## src/rtl/traffic_light_ctrl.sv

```systemverilog
// traffic_light_ctrl: two-road traffic light FSM with pedestrian walk insertion and night flashing mode.
module traffic_light_ctrl #(
    parameter int GREEN_CYC  = 5000000,
    parameter int BLUE_CYC   = 2000000,
    parameter int ALLRED_CYC = 1000000,
    parameter int WALK_CYC   = 5000000,
    parameter int FLASH_CYC  = 500000,
    parameter int CNT_W      = 32
) (
    input  logic       clock,
    input  logic       reset_n,
    input  logic       ped_req,
    input  logic       night,
    output logic [1:0] red,
    output logic [1:0] blue,
    output logic [1:0] green,
    output logic       walk,
    output logic       ped_ack,
    output logic [2:0] phase
);
    localparam logic [2:0] ALLRED0  = 3'd0;
    localparam logic [2:0] A_GREEN  = 3'd1;
    localparam logic [2:0] A_BLUE   = 3'd2;
    localparam logic [2:0] ALLRED1  = 3'd3;
    localparam logic [2:0] B_GREEN  = 3'd4;
    localparam logic [2:0] B_BLUE   = 3'd5;
    localparam logic [2:0] PED_WALK = 3'd6;
    localparam logic [2:0] NIGHT    = 3'd7;

    localparam logic [CNT_W-1:0] GREEN_LAST  = CNT_W'(GREEN_CYC - 1);
    localparam logic [CNT_W-1:0] BLUE_LAST   = CNT_W'(BLUE_CYC - 1);
    localparam logic [CNT_W-1:0] ALLRED_LAST = CNT_W'(ALLRED_CYC - 1);
    localparam logic [CNT_W-1:0] WALK_LAST   = CNT_W'(WALK_CYC - 1);
    localparam logic [CNT_W-1:0] FLASH_LAST  = CNT_W'(FLASH_CYC - 1);

    logic [2:0]       state, state_nx;
    logic [CNT_W-1:0] cnt, last;
    logic             ped_pend, ret_b, flash, expire, want_ped, enter_walk;

    always_comb begin
        last = (state == A_GREEN || state == B_GREEN) ? GREEN_LAST :
               (state == A_BLUE  || state == B_BLUE)  ? BLUE_LAST  :
               (state == PED_WALK)                    ? WALK_LAST  :
               (state == NIGHT)                       ? FLASH_LAST : ALLRED_LAST;
        expire   = cnt == last;
        want_ped = ped_pend | ped_req;
        state_nx = state;
        if (night)
            state_nx = NIGHT;
        else if (state == NIGHT)
            state_nx = ALLRED0;
        else if (expire)
            case (state)
                ALLRED0:  state_nx = want_ped ? PED_WALK : A_GREEN;
                A_GREEN:  state_nx = A_BLUE;
                A_BLUE:   state_nx = ALLRED1;
                ALLRED1:  state_nx = want_ped ? PED_WALK : B_GREEN;
                B_GREEN:  state_nx = B_BLUE;
                B_BLUE:   state_nx = ALLRED0;
                default:  state_nx = ret_b ? B_GREEN : A_GREEN;
            endcase
        enter_walk = state_nx == PED_WALK && state != PED_WALK;
    end

    always_ff @(posedge clock) begin
        if (!reset_n) begin
            state    <= ALLRED0;
            cnt      <= '0;
            ped_pend <= 1'b0;
            ret_b    <= 1'b0;
            flash    <= 1'b0;
        end else begin
            state    <= state_nx;
            // NIGHT never changes state while held, so its counter wraps on the flash period
            cnt      <= (state_nx != state || expire) ? '0 : cnt + 1'b1;
            flash    <= (state_nx != NIGHT) ? 1'b0 : (state == NIGHT && expire) ? ~flash : flash;
            ped_pend <= enter_walk ? 1'b0 : (ped_req && state != PED_WALK) ? 1'b1 : ped_pend;
            ret_b    <= enter_walk ? state == ALLRED1 : ret_b;
        end
    end

    always_comb begin
        red     = (state == ALLRED0 || state == ALLRED1 || state == PED_WALK) ? 2'b11 :
                  (state == A_GREEN || state == A_BLUE) ? 2'b10 :
                  (state == B_GREEN || state == B_BLUE) ? 2'b01 : 2'b00;
        green   = (state == A_GREEN) ? 2'b01 : (state == B_GREEN) ? 2'b10 : 2'b00;
        blue    = (state == A_BLUE) ? 2'b01 : (state == B_BLUE) ? 2'b10 :
                  (state == NIGHT) ? {2{~flash}} : 2'b00;
        walk    = state == PED_WALK;
        ped_ack = walk && cnt == '0;
        phase   = state;
    end
endmodule

```

## config.mk

```make
export PLATFORM = sky130hd
export DESIGN_NAME = traffic_light_ctrl
export DESIGN_NICKNAME = d
export VERILOG_FILES = /design/src/rtl/traffic_light_ctrl.sv
export SDC_FILE = /design/constraint.sdc
export NUM_CORES = 1
export LEC_CHECK = 0
export BUFFER_PORTS_ARGS = -buffer_cell sky130_fd_sc_hd__buf_2
export CAP_MARGIN = 10
export CORE_MARGIN = 2
export CORE_UTILIZATION = 32
export CTS_CLUSTER_SIZE = 10
export DETAILED_ROUTE_END_ITERATION = 10
export MAX_ROUTING_LAYER = met4
export PLACE_DENSITY = 0.47
export SLEW_MARGIN = 20
export SYNTH_ARGS = -nofsm -noshare
export SYNTH_HDL_FRONTEND = slang
export SYNTH_SLANG_ARGS = --single-unit
```

## constraint.sdc

```tcl
create_clock -name clock -period 2.64 [get_ports clock]
set_input_delay 0.528 -clock clock [delete_from_list [all_inputs] [get_ports clock]]
set_output_delay 0.528 -clock clock [all_outputs]
set_load 0.03 [all_outputs]
```

==> results of run 1 <==
layout by cell type, fill, tap and decap left out, types with 4 or more instances in the layout:
master / n
buf_2: 14
or3_1: 4
xnor2_1: 12
nand3_1: 12
xor2_1: 19
nand2_1: 29
nor2_1: 54
dfxtp_1: 36
clkbuf_8: 5
inv_1: 9
nor2b_1: 6
nor4_1: 6
buf_4: 24
o21ai_0: 10
a21oi_1: 8
nand4_1: 7
nor3_1: 10
layout make-up:
cell class	count	area [sq um]
Inverter	9	33.8
Clock inverter	2	10.0
Sequential cell	38	768
Multi-Input combinational cell	235	1450
Clock buffer	5	68.8
Fill cell	777	4410
Tap cell	99	124
Timing Repair Buffer	39	270
power by group through the flow:
stage | sequential [mW] | combinational, mW | clock (mW)
finish | 0.591 | 0.175 | 0.378
global route | 0.592 | 0.192 | 0.418
CTS | 0.591 | 0.176 | 0.394
detailed placement | 0.604 | 0.176 | 0
global placement | 0.605 | 0.176 | 0
floorplan | 0.606 | 0.124 | 0
cells by family after synthesis:
| group | Yosys count |
|---|---|
| simple gates | 158 |
| compound gates | 38 |
| flops | 38 |
| xor+xnor | 31 |
| buf+inv | 26 |
| mux | 5 |
| fa+ha+maj | 3 |
flip-flops by register name (all words and copies together), names as in the netlist:
name	cells
ped_pend	1
cnt	32
phase	3
flash	1
ret_b	1
final timing paths:
check	slack [ns]	cells after the start	startpoint	to
worst max-delay path	0.15	8	cnt[29]	ret_b
worst min-delay path	0.48	1	cnt[0]	cnt[0]
worst max register to register	0.15	8	cnt[29]	ret_b
worst min register to register	0.48	1	cnt[0]	cnt[0]
through the flow:
| stage | total power, mW | setup WS (ns) |
|---|---|---|
| after floorplan | 0.730 | 0.00772 |
| after global placement | 0.781 | 0.0702 |
| after detailed placement | 0.780 | 0.0248 |
| after CTS | 1.16 | 0.00602 |
| after global routing | 1.20 | 0.0111 |
| final | 1.14 | 0.148 |
synth_stat cells, types with 5 or more instances:
cell / count
a21oi_1: 9
o21ai_0: 10
nor3_1: 10
nor2_1: 54
dfxtp_1: 38
clkbuf_1: 6
xnor2_1: 12
xor2_1: 19
nor4_1: 9
buf_2: 5
nor2b_1: 6
nand3_1: 12
nand4_1: 7
nand2_1: 29
inv_1: 9
worst reg2reg max path, delay by kind of cell, from the launching register on:
| kind | cells | cell delay, ns |
|---|---|---|
| multiplexers | 1 | 0.20 |
| flip-flops | 1 | 0.35 |
| AO/OA/AOI/OAI | 2 | 0.46 |
| AND/OR/NAND/NOR | 5 | 1.43 |
repair_timing:
action | CTS | global route
endpoints found under the setup margin | 1 | 39
setup buffers | 0 | 1
hold endpoints to repair | 0 | 0
gates resized for setup | 1 | 5
pin swaps | 0 | 1
metal layers:
layer  track usage, %  part of all wire (%)  wire, um
met4             3.26                  0.77        44
met3             2.77                   1.7        96
met1             20.7                    49      2800
met5                -                     0         0
met2             24.9                    48      2760
==> flow_metrics.py, run 1 <==
metrics = {
    "critical_path": {
        "required_ns": 2.86,
        "worstPathCellList": "nor4_2 > nand3_1 > nand4b_1 > nor4_1 > a21oi_1 > a211o_2 > nor4_4 > mux2i_1",
        "cp-start-kind": "flop",
        "slowest_delay_ns": 0.42,
        "criticalPathCategory": "reg -> reg",
        "worstPathArrival_ns": 2.71,
        "end_kind": "flop",
        "crit_family": "simple AND/OR/NAND/NOR gates",
        "cp_max_fo": 4,
        "critPathSlowestCell": "nor4_1",
        "crit_buf_inv": 0,
    },
    "sta": {
        "period_needed_ns": 2.49,
        "finClkSkew_ns": 0.00756,
        "slew_viol_final": 0,
        "whs_ns": 0.475,
        "fin_crit_sh_pct": 94.4,
        "timing.final.hold_violations": 0,
        "rsz0062_at_grt": "no",
        "fmax_mhz": 401,
        "finalSetupTns_ns": 0,
        "max_slew_margin_pct": 73.1,
        "final-setup-viol-count": 0,
        "worst_pin_slew_ns": 0.399,
    },
    "route": {
        "dr_total_vias": 2123,
        "drtAntennaViolNets": 0,
        "drt-initial-drc-count": 79,
        "wl_per_cell_um": 13.4,
        "drt-pass1-iter-count": 4,
        "routed_via_density": 4.97,
        "drt_wl_total_mm": 5.71,
        "drc": 0,
    },
    "pwr": {
        "power_frac_comb_pct": 15.3,
        "switching_share_pct": 28.3,
        "power_density_nw_per_um2": 420,
        "internal_power_mw": 0.821,
        "ir_drop_mv": 0.182,
        "pwr-share-seq_pct": 51.6,
        "pwr-share-clk_pct": 33.1,
        "leakage_nw": 0.978,
        "switchingPower_mw": 0.323,
    },
    "placement": {
        "placement.io_buffers": 14,
        "place_hpwl_mm": 4.17,
        "gp_congestion": 0.791,
        "placed_cells": 419,
        "place_area_sq_um": 2620,
    },
    "finish": {
        "instances_no_fill": 427,
        "drive_gt1_share_pct": 18.6,
        "finalInstanceArea_sq_um": 2730,
        "utilization_pct": 38.2,
        "area_growth_pct": 17.7,
        "nets": 334,
        "antenna_cells": 0,
    },
    "cts": {
        "cts.clk_slew.worst_paths_ns": 0.08,
        "clockRootBuffer": "clkbuf_8",
        "cts-buffers-inserted": 5,
        "clock-sinks": 38,
        "clock_path_buffers": 2,
        "cts_tree": "done",
        "cts_hold_buf": 0,
        "clk_latency_ns": 0.28,
        "cts_max_level": 2,
    },
    "global_routing": {
        "grt_overflow_total": 0,
        "grt_pass1_wl_mm": 9.41,
        "track_usage_pct": 15.5,
        "grt_max_degree": 33,
        "grt_pass1_vias": 1950,
        "antenna_found_initial": 0,
    },
    "floorplan": {
        "fp.dieW_um": 89.1,
        "start_util_pct": 32.5,
        "pin_count": 15,
        "die_y_um": 89.1,
        "core-area_sq_um": 7140,
        "rows": 31,
        "die_area_sq_um": 7930,
    },
    "logic_synthesis": {
        "synthFlopType": "dfxtp_1",
        "synth_top_area_cell": "dfxtp_1",
        "synthMuxAreaShare_pct": 2.22,
        "synthAdderAreaFrac_pct": 1.51,
        "syn_inst": 299,
        "synth_edf_count": 0,
        "synth_top_family_by_area": "simple AND/OR/NAND/NOR gates",
        "synth_cell_types": 53,
        "synth_xor_area_share_pct": 11.7,
        "synthArstFlopShare_pct": 0,
        "synthesis.area_sq_um": 2320,
        "synth_compound_area_share_pct": 10.4,
        "synth.area.top_cells": "dfxtp_1 33%, nor2_1 8.8%, xor2_1 7.2%",
        "yosys.area_share.simple_pct": 35.5,
        "avgSynthCellArea_sq_um": 7.75,
        "seq_area_frac_synth_pct": 32.8,
        "ys_warn_count": 0,
        "synth-seq-cells": 38,
        "synth_top_area_share_pct": 32.8,
        "syn_nets": 305,
    },
    "run_status": {
        "outcome": "finished clean",
    },
    "flow_run": {
        "max-cap-violations": 0,
    },
    "worst_hold_path": {
        "worstHoldPathType": "reg -> reg",
    },
}
(Power assumes the default switching activity.)
==> run 2, diff against run 1 <==
--- a/config.mk
+++ b/config.mk
@@ -13,6 +13,7 @@
 export DETAILED_ROUTE_END_ITERATION = 10
 export MAX_ROUTING_LAYER = met4
 export PLACE_DENSITY = 0.47
+export RECOVER_POWER = 50
 export SLEW_MARGIN = 20
 export SYNTH_ARGS = -nofsm -noshare
 export SYNTH_HDL_FRONTEND = slang
==> flow_metrics.py, run 2 (same netlist as run 1, synthesis figures left out) <==
metrics = {
    "route": {
        "drtAntennaViolNets": 0,
        "drt-initial-drc-count": 90,
        "drc": 0,
        "routed_via_density": 4.97,
        "wl_per_cell_um": 13.4,
        "dr_total_vias": 2123,
        "drt-pass1-iter-count": 4,
        "drt_wl_total_mm": 5.71,
    },
    "cts": {
        "clock-sinks": 38,
        "clock_path_buffers": 2,
        "cts.clk_slew.worst_paths_ns": 0.08,
        "cts_tree": "done",
        "cts-buffers-inserted": 5,
        "cts_max_level": 2,
        "clk_latency_ns": 0.28,
        "cts_hold_buf": 0,
        "clockRootBuffer": "clkbuf_8",
    },
    "finish": {
        "instances_no_fill": 427,
        "seq_area_sq_um": 768,
        "final_common_cell": "nor2_1",
        "utilization_pct": 38.1,
        "finalInstanceArea_sq_um": 2720,
        "area_growth_pct": 17.3,
        "nets": 334,
        "layout_common_cells": "54 x nor2_1, 36 x dfxtp_1, 29 x nand2_1",
        "fillers": 776,
        "top_register": "cnt",
        "antenna_cells": 0,
        "multiInputGateArea_sq_um": 1450,
        "drive_gt1_share_pct": 16.5,
        "largest_register_ffs": 32,
    },
    "floorplan": {
        "start_util_pct": 32.5,
        "die_y_um": 89.1,
        "rows": 31,
        "die_area_sq_um": 7930,
        "fp.dieW_um": 89.1,
        "core-area_sq_um": 7140,
        "pin_count": 15,
    },
    "sta": {
        "whs_ns": 0.475,
        "period_needed_ns": 2.49,
        "fin_crit_sh_pct": 94.3,
        "final-setup-viol-count": 0,
        "max_slew_margin_pct": 73.2,
        "slew_viol_final": 0,
        "finClkSkew_ns": 0.00864,
        "timing.final.hold_violations": 0,
        "finalSetupTns_ns": 0,
        "timing.final.ws_setup_ns": 0.150,
        "rsz0062_at_grt": "no",
        "fmax_mhz": 402,
        "worst_pin_slew_ns": 0.399,
    },
    "flow_run": {
        "max-cap-violations": 0,
    },
    "critical_path": {
        "required_ns": 2.86,
        "criticalPathCategory": "reg -> reg",
        "cp_max_fo": 4,
        "worstPathCellList": "nor4_2 > nand3_1 > nand4b_1 > nor4_1 > a21oi_1 > a211o_2 > nor4_4 > mux2i_1",
        "end_kind": "flop",
        "slowest_delay_ns": 0.42,
        "worstPathArrival_ns": 2.71,
        "regToRegSetupSlack_ns": 0.15,
        "cp-start-kind": "flop",
        "critPathSlowestCell": "nor4_1",
    },
    "placement": {
        "place_hpwl_mm": 4.17,
        "place_area_sq_um": 2620,
        "dp_slack_ns": 0.0248,
        "placement.io_buffers": 14,
        "gp_congestion": 0.791,
        "placed_cells": 419,
    },
    "pwr": {
        "pwr-share-seq_pct": 51.7,
        "switchingPower_mw": 0.324,
        "ir_drop_mv": 0.183,
        "power_frac_comb_pct": 15.1,
        "total_power_mw": 1.14,
        "leakage_nw": 0.956,
        "switching_share_pct": 28.4,
        "power_density_nw_per_um2": 421,
        "internal_power_mw": 0.819,
        "pwr-share-clk_pct": 33.2,
    },
    "global_routing": {
        "grt_max_degree": 33,
        "grt_pass1_vias": 1950,
        "grt_overflow_total": 0,
        "grt_pass1_wl_mm": 9.41,
        "antenna_found_initial": 0,
        "track_usage_pct": 15.5,
    },
    "run_status": {
        "outcome": "finished clean",
    },
    "worst_hold_path": {
        "worstHoldPathType": "reg -> reg",
    },
}
## run 2: layout make-up
class,instances,area share [%]
multi-input combinational,235,53.4
sequential,38,28.3
timing repair buffer,39,9.62
tap,99,4.56
clock buffer,5,2.53
inverter,9,1.24
clock inverter,2,0.368
## run 2: final timing paths
check,startpoint,endpoint,cells past startpoint
hold reg to reg,cnt[0],cnt[0],1
hold / removal,cnt[0],cnt[0],1
setup / recovery,cnt[29],ret_b,8
setup reg to reg,cnt[29],ret_b,8
## run 2: critical path: cells and delay by family (launching register included)
family	cells	cell delay (ns)
compound gates	2	0.46
mux	1	0.20
simple gates	5	1.42
flops	1	0.35
## run 2: timing repair
action                                  in CTS  in global routing
gates resized for setup                      1                  5
endpoints found under the setup margin       1                 39
setup buffers                                0                  1
pin swaps                                    0                  1
## run 2: routing by layer
metal / wire length, um / vias to the layer above / GRT usage [%]
li1: - / 1087 / -
met1: 2790 / 1008 / 20.7
met2: 2770 / 24 / 24.9
met3: 97 / 4 / 2.77
met4: 44 / 0 / 3.26
met5: 0 / - / -
## run 2: power by group through the flow
stage	clock network, mW	registers, mW	logic, mW
3_3_place_gp	0	0.605	0.176
5_1_grt	0.418	0.592	0.190
2_1_floorplan	0	0.606	0.124
6_report	0.380	0.591	0.173
4_1_cts	0.394	0.591	0.176
3_5_place_dp	0	0.604	0.176
==> run 3, diff against run 2 <==
--- a/config.mk
+++ b/config.mk
@@ -8,11 +8,11 @@
 export BUFFER_PORTS_ARGS = -buffer_cell sky130_fd_sc_hd__buf_2
 export CAP_MARGIN = 10
 export CORE_MARGIN = 2
-export CORE_UTILIZATION = 32
+export CORE_UTILIZATION = 60
 export CTS_CLUSTER_SIZE = 10
 export DETAILED_ROUTE_END_ITERATION = 10
 export MAX_ROUTING_LAYER = met4
-export PLACE_DENSITY = 0.47
+export PLACE_DENSITY = 0.78
 export RECOVER_POWER = 50
 export SLEW_MARGIN = 20
 export SYNTH_ARGS = -nofsm -noshare
==> flow_metrics.py, run 3 (same netlist as run 1, synthesis figures left out) <==
metrics = {
    "global_routing": {
        "grt_max_degree": 33,
        "grtUsageMet1_pct": 35.7,
        "grt_overflow_total": 0,
        "grt_pass1_vias": 1991,
        "use_met2_pct": 41.8,
        "grt_busiest_layer": "met2",
        "grtUsageMet3_pct": 5.28,
        "track_usage_pct": 27.2,
        "antenna_found_initial": 0,
        "grt_pass1_wl_mm": 8.91,
    },
    "pwr": {
        "power_density_nw_per_um2": 456,
        "ir_drop_mv": 0.419,
        "leakage_nw": 0.914,
    },
    "worst_hold_path": {
        "min_from": "cnt[0]",
        "min_path_cells": 1,
        "worstHoldPathType": "reg -> reg",
    },
    "finish": {
        "layout_common_cells": "54 x nor2_1, 34 x dfxtp_1, 29 x nand2_1",
        "largest_register_ffs": 32,
        "area_growth_pct": 12.8,
        "antenna_cells": 0,
        "top_register": "cnt",
        "utilization_pct": 70.8,
        "instances_no_fill": 368,
        "drive_gt1_share_pct": 14.7,
        "final_common_cell": "nor2_1",
        "nets": 325,
    },
    "floorplan": {
        "die_y_um": 66.1,
        "rows": 22,
        "fp.dieW_um": 66.1,
        "pin_count": 15,
        "die_area_sq_um": 4370,
        "core-area_sq_um": 3690,
        "start_util_pct": 62.8,
    },
    "placement": {
        "dp_slack_ns": -0.00556,
        "placed_cells": 360,
        "gp_congestion": 0.897,
        "placement.io_buffers": 14,
        "place_hpwl_mm": 3.66,
    },
    "sta": {
        "slew_viol_final": 0,
        "rsz0062_at_grt": "no",
        "fin_crit_sh_pct": 94.7,
        "fmax_mhz": 400,
        "finClkSkew_ns": 0.00786,
        "max_slew_margin_pct": 56.4,
        "worst_pin_slew_ns": 0.654,
        "final-setup-viol-count": 0,
        "period_needed_ns": 2.50,
        "timing.final.ws_setup_ns": 0.139,
        "timing.final.hold_violations": 0,
    },
    "route": {
        "wl_per_cell_um": 13.9,
        "dr_total_vias": 2123,
        "drt-pass1-iter-count": 4,
        "routed_via_density": 5.77,
        "drt_wl_total_mm": 5.10,
        "drtAntennaViolNets": 0,
        "drc": 0,
        "drt-initial-drc-count": 116,
    },
    "critical_path": {
        "worstPathArrival_ns": 2.69,
        "crit_buf_inv": 1,
        "worstPathCellList": "nor4_2 > nand3_1 > nand4b_1 > or4_4 > nor2_4 > nor3_1 > nor2_2 > buf_12 > nor2_1",
        "end_kind": "flop",
        "path_depth": 9,
        "crit_start": "cnt[29]",
        "cp-start-kind": "flop",
        "slowest_delay_ns": 0.62,
        "critPathSlowestCell": "or4_4",
        "required_ns": 2.83,
        "rr_startpoint": "cnt[29]",
        "cp_max_fo": 32,
        "crit_family": "simple AND/OR/NAND/NOR gates",
        "rr_worst_depth": 9,
        "criticalPathCategory": "reg -> reg",
    },
    "cts": {
        "cts.clk_slew.worst_paths_ns": 0.08,
        "clockRootBuffer": "clkbuf_8",
        "clk_latency_ns": 0.30,
        "cts_max_level": 2,
        "cts_tree": "done",
        "clock-sinks": 38,
        "cts-buffers-inserted": 5,
        "clock_path_buffers": 2,
    },
    "run_status": {
        "outcome": "finished clean",
    },
    "flow_run": {
        "max-cap-violations": 0,
    },
}
## run 3: final timing paths
| kind | slack [ns] | end |
|---|---|---|
| worst max-delay path | 0.14 | cnt[26] |
| worst min-delay path | 0.46 | cnt[0] |
| worst max register to register | 0.14 | cnt[26] |
| worst min register to register | 0.46 | cnt[0] |
## run 3: worst reg2reg max path, stage by stage (launching register included)
cell	delay, ns
dfxtp_2	0.35
nor4_2	0.31
nand3_1	0.18
nand4b_1	0.25
or4_4	0.62
nor2_4	0.18
nor3_1	0.10
nor2_2	0.13
buf_12	0.19
nor2_1	0.09
## run 3: final cells by class
cell class                      count  area (sq um)
Clock buffer                        6          82.6
Clock inverter                      2          12.5
Fill cell                         306          1080
Inverter                            9          33.8
Multi-Input combinational cell    235          1450
Sequential cell                    38           768
Tap cell                           48          60.1
Timing Repair Buffer               30           203
## run 3: power by group
| part | total [mW] | leakage [nW] | internal, mW | switching (mW) |
|---|---|---|---|---|
| clock | 0.427 | 0.0472 | 0.210 | 0.217 |
| sequential | 0.590 | 0.309 | 0.579 | 0.0109 |
| combinational | 0.175 | 0.557 | 0.0628 | 0.112 |
| total | 1.19 | 0.914 | 0.852 | 0.340 |
## run 3: routing by layer
layer	wire, um	part of all wire, %	vias to the layer above
met2	2330	46	58
met3	283	5.5	9
met4	72	1.4	0
met5	0	0	-
met1	2410	47	982
li1	-	-	1074
## run 3: metrics by stage
step                      instance area, sq um  setup TNS [ns]  power, mW  hold slack [ns]
after floorplan                           2340               0      0.730            0.430
after global placement                    2500               0      0.776            0.446
after detailed placement                  2500         -0.0114      0.777            0.450
after CTS                                 2600               0       1.20            0.468
after global routing                      2610               0       1.25            0.492
final                                     2610               0       1.19            0.462
## run 3: what timing repair did
item / CTS / global route
pin swaps: 0 / 2
setup endpoints to repair: 25 / 36
setup buffers: 0 / 0
hold buffers: 0 / 0
resized for setup: 1 / 6
